$ cat src/rtl/fp16_pkg.sv
// Shared FP16 definitions for the add/sub result normalizer: field widths,
// normalizer FSM states and the packed sign/exponent/fraction record.
package fp16_pkg;

    localparam int EXP_W   = 5;
    localparam int MAN_W   = 10;
    localparam int EXP_MAX = 31;
    localparam int BIAS    = 15;

    localparam logic [EXP_W-1:0] EXP_SAT = EXP_W'(EXP_MAX);
    localparam logic [EXP_W-1:0] EXP_ONE = EXP_W'(1);

    typedef enum logic [1:0] {
        IDLE,
        SHIFT,
        DONE
    } norm_state_t;

    typedef struct packed {
        logic             sign;
        logic [EXP_W-1:0] exp;
        logic [MAN_W-1:0] man;
    } fp16_t;

endpackage

$ cat src/rtl/fp16_result_normalizer_if.sv
// Operand-in / result-out handshake bundle of the FP16 result normalizer.
// master = upstream datapath plus writeback consumer, slave = the normalizer.
interface fp16_result_normalizer_if;
    import fp16_pkg::*;

    logic             in_valid;
    logic             in_ready;
    logic             in_sign;
    logic [EXP_W-1:0] in_exp;
    logic [MAN_W+1:0] in_man;

    logic             out_valid;
    logic             out_ready;
    logic             out_sign;
    logic [EXP_W-1:0] out_exp;
    logic [MAN_W-1:0] out_man;
    logic [3:0]       out_shift;
    logic             out_overflow;
    logic             out_underflow;

    modport master (
        output in_valid, in_sign, in_exp, in_man, out_ready,
        input  in_ready, out_valid, out_sign, out_exp, out_man,
               out_shift, out_overflow, out_underflow
    );

    modport slave (
        input  in_valid, in_sign, in_exp, in_man, out_ready,
        output in_ready, out_valid, out_sign, out_exp, out_man,
               out_shift, out_overflow, out_underflow
    );

endinterface

$ cat src/rtl/fp16_exp_step.sv
// Saturating 5-bit exponent increment/decrement from a half-adder ripple chain.
// dir=1 increments, dir=0 decrements; at_limit flags a result of 31 (inc) or 1 (dec).
module fp16_exp_step
    import fp16_pkg::*;
(
    input  logic [EXP_W-1:0] exp,
    input  logic             dir,
    output logic [EXP_W-1:0] exp_next,
    output logic             at_limit
);

    logic [EXP_W-1:0] opnd;
    logic [EXP_W-1:0] sum;
    logic [EXP_W:0]   carry;

    // Decrement is ~(~exp + 1), so one incrementer chain serves both directions.
    assign opnd     = dir ? exp : ~exp;
    assign carry[0] = 1'b1;

    generate
        for (genvar gi = 0; gi < EXP_W; gi++) begin : g_half_add
            assign sum[gi]     = opnd[gi] ^ carry[gi];
            assign carry[gi+1] = opnd[gi] & carry[gi];
        end
    endgenerate

    // A carry out of the chain means 31+1 or 0-1: hold the input instead of wrapping.
    assign exp_next = carry[EXP_W] ? exp : (dir ? sum : ~sum);
    assign at_limit = dir ? (exp_next == EXP_SAT) : (exp_next == EXP_ONE);

endmodule

$ cat src/rtl/fp16_result_normalizer.sv
// FP16 post-add normalizer: one left shift per cycle, packed result held until accepted.
// Build option FP16_NORM_DENORM_EN: keep subnormal fractions instead of flushing to zero.
module fp16_result_normalizer
    import fp16_pkg::*;
(
    input  logic                     clk,
    input  logic                     rst,
    fp16_result_normalizer_if.slave  bus
);

`ifdef FP16_NORM_DENORM_EN
    localparam bit DENORM_EN = 1'b1;
`else
    localparam bit DENORM_EN = 1'b0;
`endif

    norm_state_t      state_reg, state_next;
    logic [MAN_W-1:0] man_reg, man_next;
    logic [EXP_W-1:0] exp_reg, exp_next;
    logic [3:0]       shift_reg, shift_next;
    fp16_t            res_reg, res_next;
    logic             ovf_reg, ovf_next;
    logic             unf_reg, unf_next;

    logic [EXP_W-1:0] eff_exp;
    logic [MAN_W:0]   man_sh;
    logic [EXP_W-1:0] step_in;
    logic [EXP_W-1:0] step_out;
    logic             step_dir;
    logic             step_limit;

    // A zero exponent with a nonzero mantissa is subnormal and scales like exponent 1.
    assign eff_exp  = (bus.in_exp == '0) ? EXP_ONE : bus.in_exp;
    // Only the fraction is kept while shifting; bit MAN_W of man_sh is the new hidden bit.
    assign man_sh   = {man_reg, 1'b0};

    assign step_dir = (state_reg == IDLE);
    assign step_in  = (state_reg == IDLE) ? eff_exp : exp_reg;

    fp16_exp_step u_exp_step (
        .exp      (step_in),
        .dir      (step_dir),
        .exp_next (step_out),
        .at_limit (step_limit)
    );

    always_ff @(posedge clk) begin
        if (rst) begin
            state_reg <= IDLE;
            man_reg   <= '0;
            exp_reg   <= '0;
            shift_reg <= '0;
            res_reg   <= '0;
            ovf_reg   <= 1'b0;
            unf_reg   <= 1'b0;
        end else begin
            state_reg <= state_next;
            man_reg   <= man_next;
            exp_reg   <= exp_next;
            shift_reg <= shift_next;
            res_reg   <= res_next;
            ovf_reg   <= ovf_next;
            unf_reg   <= unf_next;
        end
    end

    always_comb begin
        state_next = state_reg;
        man_next   = man_reg;
        exp_next   = exp_reg;
        shift_next = shift_reg;
        res_next   = res_reg;
        ovf_next   = ovf_reg;
        unf_next   = unf_reg;

        case (state_reg)
            IDLE: begin
                if (bus.in_valid) begin
                    res_next.sign = bus.in_sign;
                    shift_next    = '0;
                    ovf_next      = 1'b0;
                    unf_next      = 1'b0;
                    state_next    = DONE;
                    if (bus.in_man == '0) begin
                        res_next.exp = '0;
                        res_next.man = '0;
                    end else if (bus.in_man[MAN_W+1]) begin
                        if (step_limit) begin
                            res_next.exp = EXP_SAT;
                            res_next.man = '0;
                            ovf_next     = 1'b1;
                        end else begin
                            res_next.exp = step_out;
                            res_next.man = bus.in_man[MAN_W:1];
                        end
                    end else if (bus.in_man[MAN_W]) begin
                        res_next.exp = eff_exp;
                        res_next.man = bus.in_man[MAN_W-1:0];
                    end else if (eff_exp == EXP_ONE) begin
                        // No room to shift left: already subnormal.
                        res_next.exp = '0;
                        res_next.man = DENORM_EN ? bus.in_man[MAN_W-1:0] : '0;
                        unf_next     = 1'b1;
                    end else begin
                        man_next   = bus.in_man[MAN_W-1:0];
                        exp_next   = eff_exp;
                        state_next = SHIFT;
                    end
                end
            end
            SHIFT: begin
                man_next   = man_sh[MAN_W-1:0];
                exp_next   = step_out;
                shift_next = shift_reg + 4'd1;
                if (man_sh[MAN_W]) begin
                    res_next.exp = step_out;
                    res_next.man = man_sh[MAN_W-1:0];
                    state_next   = DONE;
                end else if (step_limit) begin
                    res_next.exp = '0;
                    res_next.man = DENORM_EN ? man_sh[MAN_W-1:0] : '0;
                    unf_next     = 1'b1;
                    state_next   = DONE;
                end
            end
            DONE: begin
                if (bus.out_ready) begin
                    state_next = IDLE;
                end
            end
            default: begin
                state_next = IDLE;
            end
        endcase
    end

    assign bus.in_ready      = (state_reg == IDLE);
    assign bus.out_valid     = (state_reg == DONE);
    assign bus.out_sign      = res_reg.sign;
    assign bus.out_exp       = res_reg.exp;
    assign bus.out_man       = res_reg.man;
    assign bus.out_shift     = shift_reg;
    assign bus.out_overflow  = ovf_reg;
    assign bus.out_underflow = unf_reg;

endmodule

$ cat src/flat_wrapper.sv
// flat-port wrapper written by rule: the top's interface ports become plain ports
module fp16_result_normalizer_flat import fp16_pkg::*;
  (clk, rst, bus_in_valid, bus_in_sign, bus_in_exp, bus_in_man, bus_out_ready, bus_in_ready, bus_out_valid, bus_out_sign, bus_out_exp, bus_out_man, bus_out_shift, bus_out_overflow, bus_out_underflow);
  fp16_result_normalizer_if bus_i ();
  input  logic clk;
  input  logic rst;
  input wire logic [$bits(bus_i.in_valid)-1:0] bus_in_valid;
  input wire logic [$bits(bus_i.in_sign)-1:0] bus_in_sign;
  input wire logic [$bits(bus_i.in_exp)-1:0] bus_in_exp;
  input wire logic [$bits(bus_i.in_man)-1:0] bus_in_man;
  input wire logic [$bits(bus_i.out_ready)-1:0] bus_out_ready;
  output wire logic [$bits(bus_i.in_ready)-1:0] bus_in_ready;
  output wire logic [$bits(bus_i.out_valid)-1:0] bus_out_valid;
  output wire logic [$bits(bus_i.out_sign)-1:0] bus_out_sign;
  output wire logic [$bits(bus_i.out_exp)-1:0] bus_out_exp;
  output wire logic [$bits(bus_i.out_man)-1:0] bus_out_man;
  output wire logic [$bits(bus_i.out_shift)-1:0] bus_out_shift;
  output wire logic [$bits(bus_i.out_overflow)-1:0] bus_out_overflow;
  output wire logic [$bits(bus_i.out_underflow)-1:0] bus_out_underflow;
  assign bus_i.in_valid = bus_in_valid;
  assign bus_i.in_sign = bus_in_sign;
  assign bus_i.in_exp = bus_in_exp;
  assign bus_i.in_man = bus_in_man;
  assign bus_i.out_ready = bus_out_ready;
  assign bus_in_ready = bus_i.in_ready;
  assign bus_out_valid = bus_i.out_valid;
  assign bus_out_sign = bus_i.out_sign;
  assign bus_out_exp = bus_i.out_exp;
  assign bus_out_man = bus_i.out_man;
  assign bus_out_shift = bus_i.out_shift;
  assign bus_out_overflow = bus_i.out_overflow;
  assign bus_out_underflow = bus_i.out_underflow;
  fp16_result_normalizer u_core (.clk(clk), .rst(rst), .bus(bus_i));
endmodule
$ cat config.mk
export PLATFORM = sky130hd
export DESIGN_NAME = fp16_result_normalizer_flat
export DESIGN_NICKNAME = d
export VERILOG_FILES = /design/src/rtl/fp16_pkg.sv /design/src/rtl/fp16_result_normalizer_if.sv /design/src/rtl/fp16_exp_step.sv /design/src/rtl/fp16_result_normalizer.sv /design/src/flat_wrapper.sv
export SDC_FILE = /design/constraint.sdc
export NUM_CORES = 1
export LEC_CHECK = 0
export BUFFER_PORTS_ARGS = -buffer_cell sky130_fd_sc_hd__buf_2
export CORE_ASPECT_RATIO = 2
export CORE_MARGIN = 4
export CORE_UTILIZATION = 35
export CTS_CLUSTER_DIAMETER = 30
export CTS_CLUSTER_SIZE = 8
export DETAILED_ROUTE_END_ITERATION = 10
export GPL_TIMING_DRIVEN = 0
export SLEW_MARGIN = 20
export SYNTH_ARGS = -nofsm -noshare
export SYNTH_HDL_FRONTEND = slang
export SYNTH_HIERARCHICAL = 1
export SYNTH_SLANG_ARGS = --single-unit
$ cat constraint.sdc
create_clock -name clk -period 12 [get_ports clk]
set_clock_uncertainty 0.2 [all_clocks]
set_input_delay 0.6 -clock clk [delete_from_list [all_inputs] [get_ports clk]]
set_output_delay 0.6 -clock clk [all_outputs]
set_load 0.005 [all_outputs]
== Word level (Yosys, flattened, before mapping) ==
Index checks and enable logic that the tools add are counted.
Storage, ports and cells
  register bits after elaboration: 39
  input bits: 22
  output and inout bits: 24
  logic and storage cells: 95
Cells by class
  $add $sub $neg: 1
  equality and inequality tests: 15
  muxes and demuxes: 49
  bitwise logic cells: 11
  reduce and logical (&&, ||, !) cells: 10
Operator list (count)
  $mux W15: 8
  $mux W10: 5
  $mux W5: 10
  $pmux W15 S2: 1
  $pmux W10 S2: 1
  $mux W2: 8
  $ne A2 B2 Y1 const B: 7
  $logic_not A12 Y1: 1
  $mux W1: 11
  $eq A5 B1 Y1 const B: 2
  $not A5 Y5: 2
  $pmux W5 S2: 1
  $pmux W4 S2: 1
  $reduce_and A4 Y1: 2
  $pmux W2 S3: 1
  $reduce_and A6 Y1: 1
  $eq A5 B5 Y1 const B: 1
  $logic_not A5 Y1: 1
  $ne A5 B3 Y1 const B: 1
  $add A4 B1 Y4 const B: 1
  $and A1 B1 Y1: 4
  $mux W4: 1
  $reduce_and A2 Y1: 2
  $xor A1 B1 Y1: 4
  other kinds (9): 9

== Depth between registers and ports, before layout ==
  word-level depth: 19
  depth in mapped cells: 21
  gate-level depth less buffers: 17

== Hierarchy ==
The synthesis kept the hierarchy.
Modules (own cells, without submodules)
  fp16_result_normalizer: times used 1, cells each 243, area an instance 2080.7 sq um, seq. area each 780.7 sq um
  fp16_exp_step: times used 1, cells each 30, area an instance 232.7 sq um, seq. area each 0.0 sq um

== Least setup slack after synthesis ==
Ideal clock, no wire load.
  kind: input to register
  from: input port bus_in_exp[1]
  to: register u_core.res_reg, in the netlist u_core/bus.out_exp[0]
  setup time: 0.080 ns
  arrival time: 4.068 ns
  path slack: 7.653 ns
  cell stages on the path: 20
  path through: nor4_4 -> nor2_1 -> a21oi_1 -> xnor2_1 -> ha_1 -> ha_1 -> ha_1 -> buf_4 -> nand2_1 -> nand3_1 -> o311ai_1 -> or4_1 -> a21oi_1 -> nor2_1 -> a22oi_4 -> o21a_1 -> buf_6 -> buf_12 -> nor2_1 -> a211oi_2
Between the ends
  elaborated cells on any way between the ends: 31
RTL lines
  start, declared: RTL line flat_wrapper.sv:9  | input wire logic [$bits(bus_i.in_exp)-1:0] bus_in_exp;
  $logic_not A5 Y1 *: RTL line fp16_result_normalizer.sv:33  | assign eff_exp = (bus.in_exp == '0) ? EXP_ONE : bus.in_exp;
  $mux W5 *: RTL line fp16_result_normalizer.sv:33
  $mux W5 *: RTL line fp16_result_normalizer.sv:38  | assign step_in = (state_reg == IDLE) ? eff_exp : exp_reg;
  named net u_core.step_in[0]: RTL line fp16_result_normalizer.sv:27  | logic [EXP_W-1:0] step_in;
  $not A5 Y5: RTL line fp16_exp_step.sv:17  | assign opnd = dir ? exp : ~exp;
  $mux W5 *: RTL line fp16_exp_step.sv:17
  $and A1 B1 Y1 * (2 in series): RTL line fp16_exp_step.sv:23  | assign carry[gi+1] = opnd[gi] & carry[gi];
  $xor A1 B1 Y1: RTL line fp16_exp_step.sv:22  | assign sum[gi] = opnd[gi] ^ carry[gi];
  (+3 left out)
  named net u_core.step_out[3]: RTL line fp16_result_normalizer.sv:28  | logic [EXP_W-1:0] step_out;
  $eq A5 B1 Y1 or $eq A5 B5 Y1 (tied branches): RTL line fp16_exp_step.sv:29  | assign at_limit = dir ? (exp_next == EXP_SAT) : (exp_next == EXP_ONE);
  $mux W1 *: RTL line fp16_exp_step.sv:29
  named net u_core.step_limit: RTL line fp16_result_normalizer.sv:30  | logic step_limit;
  $mux W15: RTL line fp16_result_normalizer.sv:88  | if (step_limit) begin
  $mux W15: RTL line fp16_result_normalizer.sv:87  | end else if (bus.in_man[MAN_W+1]) begin
  $mux W15: RTL line fp16_result_normalizer.sv:84  | if (bus.in_man == '0) begin
  $mux W15: RTL line fp16_result_normalizer.sv:78  | if (bus.in_valid) begin
  $pmux W15 S2: RTL line fp16_result_normalizer.sv:76  | case (state_reg)
  end signal, assigned: RTL line fp16_result_normalizer.sv:61  | res_reg <= res_next;
  end, declared: RTL line fp16_result_normalizer.sv:21  | fp16_t res_reg, res_next;
The timed path passes the listed nets; every way through them passes the cells marked *. The select of a mux whose other input is x is not followed.
A chain may end at the register's enable or synchronous reset.

== Worst setup path after layout ==
  from: input port bus_in_exp[1]
  to: register u_core.res_reg, in the netlist u_core/bus.out_exp[3]
The elaborated chain is that of the path after synthesis.

==> metrics.cfg <==
[sta]
drv_slew = 0
finalCritPeriodShare_pct = 41.5
period_minus_slack_ns = 4.98
worst_pin_slew_ns = 0.857
max_freq_ghz = 0.201
setup_viol = 0
relSlewSlack_pct = 42.4
rsz0062_at_grt = no
tns_ns = 0
final-hold-violation-count = 0

[route]
dr.first_iter.drc_count = 183
ant_nets = 0
vias = 2236
viasPerCell = 5.44
drt_first_pass_iters = 4
drc_errors = 0
totalWireLength_um = 6860
wl_per_cell_um = 16.7

[clocking]
cts-root-buf = clkbuf_16
cts_tree = done
ctsHoldBuffers = 0
clkLatencyLatePin_ns = 0.28
cts_sinks = 39
postCtsSetupBuffers = 0
cts.path.max_buffers = 2
numCtsBuffers = 5
clkTransAtPathRegs_ns = 0.06
h-tree-depth = 2
cts_resized = 0

[yosys]
muxShareOfSynthArea_pct = 5.03
syn-num-nets = 299
synth-xor-area-share_pct = 3.41
synthCells = 273
synth.distinct_cells = 47
synth_compound_area_share_pct = 24.9
synth_top_family_by_area = compound AO/OA/AOI/OAI gates
avgSynthCellArea_um2 = 8.47
synth_area_um2 = 2310
yosys_warnings = 6
synth_edf_count = 0
yosysSeqAreaShare_pct = 33.7
async_flop_share_pct = 0
synth_flop_cell = dfxtp_1
synth-seq-cells = 39
synth_fa_ha_area_share_pct = 2.16
synth-simple-area-share_pct = 22.7

[floorplanning]
core_area_um2 = 6360
die_h_um = 123
rows = 41
die_w_um = 65.5
fp.dieArea_um2 = 8050
initial_core_util_pct = 36.4
ios = 46

[critical_path]
r2r-start = u_core/state_reg[1]$_SDFFE_PP0P_
crit_arrival_ns = 4.98
crit_type = in2reg
required_ns = 12.00
cp-startpoint = bus_in_exp[1]
cp-start-kind = primary input
cp-end-kind = register
crit_path_max_fanout = 10

[grt]
grt_pass1_wl_um = 11100
antenna_found_initial = 0
grt-ovfl-total = 0
grt.total_usage_pct = 17.8
grt_max_degree = 14
grt_pass1_vias = 2227

[flow_run]
maxCapViolCount = 0

[final_layout]
diodes = 0
nNetsFinal = 350
final_area_um2 = 2800
drive_gt1_share_pct = 24.3
syn_to_final_growth_pct = 20.9

[power]
p_leak_nw = 1.17
peakVddDrop_mv = 0.0869
p_per_area_nw_per_um2 = 148

[placement]
io_buffers = 44
dpl.hpwl_um = 5310
gp_congestion = 0.852
post_dp_cell_area_um2 = 2640

[status]
outcome = complete, no violations

[hold_path]
min_from = u_core/bus.out_sign$_SDFFE_PP0P_
worstHoldPathType = reg2reg

==> final timing paths <==
kind / slack, ns / cells past startpoint / to
max reg2reg: 7.07 / 20 / u_core/bus.out_exp[3]$_SDFFE_PP0P_
min reg2reg: 0.26 / 2 / u_core/bus.out_sign$_SDFFE_PP0P_
max: 7.02 / 20 / u_core/bus.out_exp[3]$_SDFFE_PP0P_
min: 0.26 / 2 / u_core/bus.out_sign$_SDFFE_PP0P_
==> worst max-delay path, stage by stage <==
cell	delay (ns)
buf_2	0.14
nor4_4	0.48
nor2_1	0.07
a21oi_1	0.42
xnor2_1	0.12
ha_1	0.20
ha_1	0.18
ha_1	0.18
buf_4	0.16
and2b_1	0.19
o311ai_1	0.69
nand4_1	0.16
a21oi_1	0.33
nor2_1	0.14
a22oi_4	0.23
o21a_1	0.16
buf_6	0.15
buf_12	0.13
nor2_1	0.05
a211oi_2	0.18
==> cell type report <==
class / count / area [um^2]
sequential: 39 / 781
inverter: 10 / 37.5
timing repair buffer: 44 / 220
fill: 696 / 3560
multi-input combinational: 201 / 1350
clock buffer: 8 / 156
tap: 86 / 108
buffer: 23 / 150
==> power by group <==
part           total [W]  leakage (nW)  internal (W)  switching [W]
Combinational   0.000129         0.775     0.0000542      0.0000751
Sequential      0.000149         0.319      0.000142     0.00000682
Clock           0.000137        0.0772     0.0000884      0.0000489
Total           0.000415          1.17      0.000285       0.000131
==> per-layer routing <==
layer  wire [um]  GRT usage (%)
met1        2790           19.8
met5           0              0
met2        3730           32.6
met4         134           7.79
met3         209           2.55
==> kinds of logic (layout without fill, tap and decap cells) <==
| logic type | Yosys count | count (layout) |
|---|---|---|
| adder cells (fa/ha/maj) | 4 | 4 |
| XOR/XNOR | 9 | 9 |
| buffers and inverters | 33 | 85 |
| flip-flops | 39 | 39 |
| multiplexers | 11 | 11 |
| AND/OR/NAND/NOR | 104 | 104 |
| AO/OA/AOI/OAI | 73 | 73 |
==> layout by cell type (no fill, tap or decap), types with 2 or more instances in the layout <==
cell type	n
nand4_1	3
a32oi_1	3
o22ai_1	9
mux2i_1	6
ha_1	4
buf_6	3
xor2_1	3
buf_4	3
inv_1	10
nor2b_1	2
buf_2	48
clkbuf_8	2
a22oi_1	10
nand3_1	9
xnor2_1	6
nand2_1	17
a221oi_1	9
nand2b_1	3
a21oi_1	10
nor2_1	41
o221ai_1	3
a311oi_1	3
o311ai_1	3
mux2_2	5
clkbuf_1	12
a211oi_2	6
clkbuf_16	5
nor4_1	2
a211oi_1	10
dfxtp_1	39
nor3b_1	2
o21ai_0	3
nor3_1	15
==> synth_stat cells (4+ instances only) <==
library cell  number  area, um^2
clkbuf_1          11        41.3
dfxtp_1           39         781
a21oi_1           10        50.1
mux2i_1            6        60.1
ha_1               4        50.1
o22ai_1            9        56.3
buf_2              4        20.0
nor3_1            15        75.1
xnor2_1            6        52.6
nand2_1           17        63.8
inv_1             10        37.5
a211oi_1          10        75.1
mux2_2             5        56.3
a221oi_1           9        78.8
nor2_1            41         154
a211oi_2           6        75.1
a22oi_1           10        75.1
nand3_1            9        45.0
==> stage by stage <==
| stage | setup WS, ns | hold WS, ns | util [%] | cells | power [W] |
|---|---|---|---|---|---|
| CTS | 7.06 | 0.258 | 44.0 | 411 | 0.000419 |
| detailed placement | 6.78 | 0.250 | 41.5 | 403 | 0.000280 |
| floorplan | 7.65 | 0.253 | - | 273 | 0.000242 |
| finish | 7.02 | 0.258 | 44.0 | 411 | 0.000415 |
| global placement | 6.85 | 0.242 | 41.5 | 403 | 0.000278 |
| global route | 6.66 | 0.279 | 44.0 | 411 | 0.000440 |
No activity file was read; power rests on OpenSTA's default activity.
